[src/rtl/seq_hex_player_if.sv]
// Control, table-write and display signals of seq_hex_player, grouped as one bundle.
// The controller (board logic or bench) uses the master modport; the player uses slave.
interface seq_hex_player_if #(
    parameter int ADDR_W = 4
);
    // Controls are level inputs except step/restart/wr_en, which are one-cycle strobes
    // sampled on the rising clock edge; no back-pressure exists on this bundle.
    logic              run;
    logic              dir;
    logic              loop;
    logic              step;
    logic              restart;
    logic              wr_en;
    logic [ADDR_W-1:0] wr_addr;
    logic [3:0]        wr_data;

    logic [ADDR_W-1:0] idx;
    logic [3:0]        value;
    logic [6:0]        seg;
    logic              tick;
    logic              wrap;
    logic              done;

    modport master (
        output run, dir, loop, step, restart, wr_en, wr_addr, wr_data,
        input  idx, value, seg, tick, wrap, done
    );

    modport slave (
        input  run, dir, loop, step, restart, wr_en, wr_addr, wr_data,
        output idx, value, seg, tick, wrap, done
    );
endinterface

[src/rtl/seq_hex_player.sv]
// Programmable-table sequence player: steps a table of hex digits at a prescaled rate
// (or by single steps while paused) and drives one active-low 7-segment digit.
module seq_hex_player #(
    parameter int DIV_COUNT = 6250000,
    parameter int SEQ_LEN   = 8,
    parameter int ADDR_W    = 4
) (
    input logic             clk,
    input logic             rst,
    seq_hex_player_if.slave bus
);
    localparam int TBL = 1 << ADDR_W;
    localparam int PW  = (DIV_COUNT > 1) ? $clog2(DIV_COUNT) : 1;

    localparam logic [PW-1:0]     PRE_LAST = PW'(DIV_COUNT - 1);
    localparam logic [ADDR_W-1:0] IDX_LAST = ADDR_W'(SEQ_LEN - 1);
    localparam logic [ADDR_W-1:0] IDX_ONE  = ADDR_W'(1);
    localparam logic [ADDR_W:0]   LEN_W    = (ADDR_W + 1)'(SEQ_LEN);
    localparam logic [PW-1:0]     PRE_ONE  = PW'(1);

    typedef enum logic {
        ST_PLAY = 1'b0,
        ST_DONE = 1'b1
    } state_t;

    state_t            state_q;
    logic [PW-1:0]     presc_q;
    logic [ADDR_W-1:0] idx_q;
    logic              tick_q;
    logic              wrap_q;
    logic [3:0]        table_q [TBL];

    logic              active;
    logic              tick_hit;
    logic              advance;
    logic              at_end;
    logic [ADDR_W-1:0] idx_step;
    logic [ADDR_W-1:0] idx_wrap;
    logic              wr_ok;

    function automatic logic [3:0] init_val(input int i);
        case (i)
            0:       init_val = 4'h0;
            1:       init_val = 4'hB;
            2:       init_val = 4'h9;
            3:       init_val = 4'h6;
            4:       init_val = 4'h1;
            5:       init_val = 4'h8;
            6:       init_val = 4'h2;
            7:       init_val = 4'h7;
            default: init_val = 4'h0;
        endcase
    endfunction

    // Active-low {g,f,e,d,c,b,a} glyphs.
    function automatic logic [6:0] hex7(input logic [3:0] v);
        case (v)
            4'h0:    hex7 = 7'b1000000;
            4'h1:    hex7 = 7'b1111001;
            4'h2:    hex7 = 7'b0100100;
            4'h3:    hex7 = 7'b0110000;
            4'h4:    hex7 = 7'b0011001;
            4'h5:    hex7 = 7'b0010010;
            4'h6:    hex7 = 7'b0000010;
            4'h7:    hex7 = 7'b1111000;
            4'h8:    hex7 = 7'b0000000;
            4'h9:    hex7 = 7'b0010000;
            4'hA:    hex7 = 7'b0001000;
            4'hB:    hex7 = 7'b0000011;
            4'hC:    hex7 = 7'b1000110;
            4'hD:    hex7 = 7'b0100001;
            4'hE:    hex7 = 7'b0000110;
            default: hex7 = 7'b0001110;
        endcase
    endfunction

    always_comb begin
        active   = bus.run && (state_q == ST_PLAY);
        tick_hit = active && (presc_q == PRE_LAST);
        advance  = tick_hit || (!bus.run && bus.step && (state_q == ST_PLAY));
        at_end   = bus.dir ? (idx_q == '0) : (idx_q == IDX_LAST);
        idx_step = bus.dir ? (idx_q - IDX_ONE) : (idx_q + IDX_ONE);
        idx_wrap = bus.dir ? IDX_LAST : '0;
        wr_ok    = bus.wr_en && ({1'b0, bus.wr_addr} < LEN_W);
    end

    // Restart outranks any advance on the same edge and never produces a wrap pulse.
    always_ff @(posedge clk or posedge rst) begin
        if (rst) begin
            state_q <= ST_PLAY;
            presc_q <= '0;
            idx_q   <= '0;
            tick_q  <= 1'b0;
            wrap_q  <= 1'b0;
        end else if (bus.restart) begin
            state_q <= ST_PLAY;
            presc_q <= '0;
            idx_q   <= idx_wrap;
            tick_q  <= 1'b0;
            wrap_q  <= 1'b0;
        end else begin
            tick_q <= tick_hit;
            wrap_q <= 1'b0;
            if (active) begin
                presc_q <= tick_hit ? '0 : (presc_q + PRE_ONE);
            end
            case (state_q)
                ST_PLAY: begin
                    if (advance) begin
                        if (!at_end) begin
                            idx_q <= idx_step;
                        end else if (bus.loop) begin
                            idx_q  <= idx_wrap;
                            wrap_q <= 1'b1;
                        end else begin
                            state_q <= ST_DONE;
                        end
                    end
                end
                default: state_q <= ST_DONE;
            endcase
        end
    end

    // Entries at or beyond SEQ_LEN are never written and stay zero.
    always_ff @(posedge clk or posedge rst) begin
        if (rst) begin
            for (int i = 0; i < TBL; i++) begin
                table_q[i] <= init_val(i);
            end
        end else if (wr_ok) begin
            for (int i = 0; i < TBL; i++) begin
                if (bus.wr_addr == ADDR_W'(i)) begin
                    table_q[i] <= bus.wr_data;
                end
            end
        end
    end

    assign bus.idx   = idx_q;
    assign bus.value = table_q[idx_q];
    assign bus.seg   = hex7(table_q[idx_q]);
    assign bus.tick  = tick_q;
    assign bus.wrap  = wrap_q;
    assign bus.done  = (state_q == ST_DONE);
endmodule

[src/flat_wrapper.sv]
// flat-port wrapper written by rule: the top's interface ports become plain ports
module seq_hex_player_flat 
#(
    parameter int DIV_COUNT = 6250000,
    parameter int SEQ_LEN   = 8,
    parameter int ADDR_W    = 4
)
  (clk, rst, bus_run, bus_dir, bus_loop, bus_step, bus_restart, bus_wr_en, bus_wr_addr, bus_wr_data, bus_idx, bus_value, bus_seg, bus_tick, bus_wrap, bus_done);
  seq_hex_player_if #(.ADDR_W(ADDR_W)) bus_i ();
  input logic clk;
  input logic rst;
  input wire logic [$bits(bus_i.run)-1:0] bus_run;
  input wire logic [$bits(bus_i.dir)-1:0] bus_dir;
  input wire logic [$bits(bus_i.loop)-1:0] bus_loop;
  input wire logic [$bits(bus_i.step)-1:0] bus_step;
  input wire logic [$bits(bus_i.restart)-1:0] bus_restart;
  input wire logic [$bits(bus_i.wr_en)-1:0] bus_wr_en;
  input wire logic [$bits(bus_i.wr_addr)-1:0] bus_wr_addr;
  input wire logic [$bits(bus_i.wr_data)-1:0] bus_wr_data;
  output wire logic [$bits(bus_i.idx)-1:0] bus_idx;
  output wire logic [$bits(bus_i.value)-1:0] bus_value;
  output wire logic [$bits(bus_i.seg)-1:0] bus_seg;
  output wire logic [$bits(bus_i.tick)-1:0] bus_tick;
  output wire logic [$bits(bus_i.wrap)-1:0] bus_wrap;
  output wire logic [$bits(bus_i.done)-1:0] bus_done;
  assign bus_i.run = bus_run;
  assign bus_i.dir = bus_dir;
  assign bus_i.loop = bus_loop;
  assign bus_i.step = bus_step;
  assign bus_i.restart = bus_restart;
  assign bus_i.wr_en = bus_wr_en;
  assign bus_i.wr_addr = bus_wr_addr;
  assign bus_i.wr_data = bus_wr_data;
  assign bus_idx = bus_i.idx;
  assign bus_value = bus_i.value;
  assign bus_seg = bus_i.seg;
  assign bus_tick = bus_i.tick;
  assign bus_wrap = bus_i.wrap;
  assign bus_done = bus_i.done;
  seq_hex_player #(.DIV_COUNT(DIV_COUNT), .SEQ_LEN(SEQ_LEN), .ADDR_W(ADDR_W)) u_core (.clk(clk), .rst(rst), .bus(bus_i));
endmodule
[config.mk]
export PLATFORM = sky130hd
export DESIGN_NAME = seq_hex_player_flat
export DESIGN_NICKNAME = d
export VERILOG_FILES = /design/src/rtl/seq_hex_player_if.sv /design/src/rtl/seq_hex_player.sv /design/src/flat_wrapper.sv
export SDC_FILE = /design/constraint.sdc
export NUM_CORES = 1
export LEC_CHECK = 0
export BUFFER_PORTS_ARGS = -buffer_cell sky130_fd_sc_hd__buf_2
export CORE_ASPECT_RATIO = 0.9
export CORE_MARGIN = 1
export CORE_UTILIZATION = 45
export DETAILED_ROUTE_END_ITERATION = 6
export PLACE_DENSITY = 0.58
export SETUP_SLACK_MARGIN = 0.1
export SLEW_MARGIN = 20
export SYNTH_ARGS = -nofsm -noshare
export SYNTH_HDL_FRONTEND = slang
export SYNTH_SLANG_ARGS = --single-unit
[constraint.sdc]
create_clock -name clk -period 3.5 [get_ports clk]
set_clock_uncertainty 0.15 [all_clocks]
set_input_delay 0.35 -clock clk [delete_from_list [all_inputs] [get_ports clk]]
set_output_delay 0.35 -clock clk [all_outputs]
set_load 0.03 [all_outputs]
==> impl_metrics.tcl <==
set metrics [dict create \
    run_status "finished, violations left" \
    violations "hold timing" \
    avgSynthCellArea_um2 11.8 \
    track_usage 0.185 \
    place.gp.congestion 0.788 \
    synth_largest_area_cell "dfrtp_1" \
    synthTopCellsByArea "dfrtp_1, mux2_2, dfstp_2" \
    hold_violations 1 \
    drt_wl_total_mm 9.17 \
    slew_violations 0 \
    arrival_ps 2800 \
    grt_max_degree 49 \
    finalSetupViolCount 0 \
    dieArea_um2 10800 \
    drt-initial-drc-count 116 \
    clkLatencyLatePin_ps 330 \
    clockRootBuffer "clkbuf_16" \
    syn_inst 398 \
    ys_ff_latch 94 \
    ir_worst_vdd_v 0.000259 \
    yosysTopAreaCellShare 0.433 \
    grt_pass1_vias 2950 \
    drive_gt1_frac 0.305 \
    crit_path_end_kind "output pin" \
    drc 0 \
    postSynth.asyncResetShare 1.00 \
    seq_power_share 0.428 \
    ys_warn_count 0 \
    cts.clk_slew.worst_paths_ps 70 \
    p_leak_nw 2.28 \
    final_cell_count_no_fill 536 \
    max_freq_ghz 0.303 \
    synthMostInstantiatedCell "dfrtp_1" \
    clock_path_buffers 2 \
    setup_slack_ps 197 \
    yosysUniqueCellTypes 52 \
    synthToLayoutAreaGrowth_pct 11.2 \
    portBuffers 33 \
    via_per_inst 5.62 \
    finalInstanceArea_um2 5200 \
    antenna_found_initial 0 \
    holdWs_ps -6.36 \
    coreArea_um2 9870 \
    worst_pin_slew_ps 946 \
    numCtsBuffers 9 \
    place_hpwl_mm 6.35 \
    crit_required_ps 3000 \
    dr_total_vias 3011 \
    fin_setup_tns_ps 0 \
    wl_per_cell_um 17.1 \
    ys.flop_type "dfrtp_1" \
    path_max_fanout 12 \
    die_y_um 98.7 \
    cellPowerDensity_nw_per_um2 568 \
    ios 34 \
    h-tree-depth 3 \
    p_comb_frac 0.272 \
    initial_core_util 0.474 \
    placed_cell_area_um2 4860 \
    fin_nets 431 \
    clock-sinks 94 \
    ant_nets 0 \
    min_period_ps 3300 \
    cts_tree "built" \
    swShare 0.317 \
    rsz0062_at_grt "yes" \
    ys_seq_area_frac 0.506 \
    row_count 34 \
    maxCapViolCount 0 \
    pwr-share-clk 0.301 \
    syn_area_um2 4680 \
    r2r_slack_ps 1240 \
    synth_edf_count 0 \
    dp_slack_ps 344 \
    drt-pass1-iter-count 4 \
    internal-power_mw 2.02 \
    finalPower_mw 2.96 \
    grt.overflow.total 0 \
    relSlewSlack 0.368 \
    antennaDiodeCount 0 \
    period_share 0.944 \
    crit_path_start_kind "flop" \
    crit_type "flop to output pin" \
    synthTopCellsByCount "dfrtp_1, clkbuf_1, mux2_2, nor2_1, xnor2_1" \
    placed_cells 519 \
    fin_util 0.527 \
    die_w_um 109 \
    syn-num-nets 423 \
    hold_class "input port to asynchronous set/reset pin" \
    power_switching_uw 938 \
    grt_first_pass_wirelength_mm 15.2 \
]
[registers in the layout (all words and copies together), names as in the netlist]
register and count:
u_core.bus.done 1, u_core.bus.idx 4, u_core.bus.tick 1, u_core.bus.wrap 1, u_core.presc_q 23, u_core.table_q 64
[worst max-delay path, stage by stage, from the launching register on]
cell and delay (ps):
dfrtp_1 370, buf_6 180, mux4_2 540, mux2i_4 210
mux2i_4 140, inv_2 110, ha_1 240, nor3_1 240
nor3b_2 80, a31oi_2 150, clkbuf_4 210
[logic make-up (layout without fill, tap and decap cells)]
group	after synthesis	count (layout)	share of synthesized area
AND/OR/NAND/NOR	121	121	0.137
flip-flops	94	94	0.506
buffers and inverters	60	72	0.0562
multiplexers	52	52	0.172
AO/OA/AOI/OAI	38	38	0.0578
XOR/XNOR	24	24	0.0449
adder cells (fa/ha/maj)	9	9	0.0257
[worst paths after layout]
| check | startpoint | end | depth (start not counted) |
|---|---|---|---|
| min in group clk | bus_loop | u_core.bus.wrap$_DFF_PP0_ | 3 |
| worst max-delay path | u_core.bus.idx[0]$_DFFE_PP0P_ | bus_seg[3] | 10 |
| max in group asynchronous | rst | u_core.presc_q[10]$_DFFE_PP0P_ | 3 |
| worst max register to register | u_core.presc_q[0]$_DFFE_PP0P_ | u_core.presc_q[20]$_DFFE_PP0P_ | 6 |
| worst min-delay path | rst | u_core.table_q[45]$_DFFE_PP0P_ | 2 |
| worst min register to register | u_core.table_q[23]$_DFFE_PP0P_ | u_core.table_q[23]$_DFFE_PP0P_ | 0 |
[power by group through the flow]
stage          Clock [mW]  Sequential, mW  Combinational [mW]
6_report            0.889            1.26               0.803
5_1_grt             0.949            1.28               0.868
4_1_cts             0.914            1.26               0.774
3_5_place_dp            0            1.28               0.768
3_3_place_gp            0            1.28               0.753
2_1_floorplan           0            1.27               0.609
[layer usage]
layer,vias up,wire length (um),global-route usage
met5,-,0,0
met1,1525,4730,0.290
met3,13,259,0.0284
li1,1420,-,-
met2,53,4030,0.257
met4,0,146,0.0697
[repair_timing]
action | CTS | global route
resized for setup | 2 | 12
endpoints found under the setup margin | 2 | 2
hold buffers | 0 | 0
setup buffers | 0 | 2
pin swaps | 0 | 0
[final cells by class]
class / count / area [um2]
clock buffers: 10 / 229
fillers: 874 / 4670
multi-input cells: 244 / 2110
repair buffers: 42 / 243
well taps: 126 / 158
inverters: 15 / 57.6
clock inverters: 5 / 36.3
flip-flops and latches: 94 / 2370
[cell usage in the layout, fill, tap and decap left out, types with 4 or more instances in the layout]
cell type | synthesis | final
dfrtp_1 | 81 | 80
mux2_2 | 32 | 32
buf_2 | 6 | 32
nor2_1 | 32 | 31
xnor2_1 | 22 | 22
nand2_1 | 20 | 20
dfstp_2 | 13 | 13
inv_1 | 14 | 12
nand3_1 | 12 | 12
mux4_1 | 12 | 12
nor4_1 | 10 | 10
nor3_1 | 9 | 9
clkbuf_16 | 0 | 9
ha_1 | 8 | 8
buf_4 | 1 | 7
nand2b_1 | 6 | 6
a21oi_1 | 5 | 5
o211ai_1 | 5 | 5
o21ai_0 | 5 | 5
nand3b_1 | 4 | 4
and4_1 | 4 | 4
o22ai_2 | 2 | 4
mux4_2 | 4 | 4
Power figures use the tool's default switching activity.
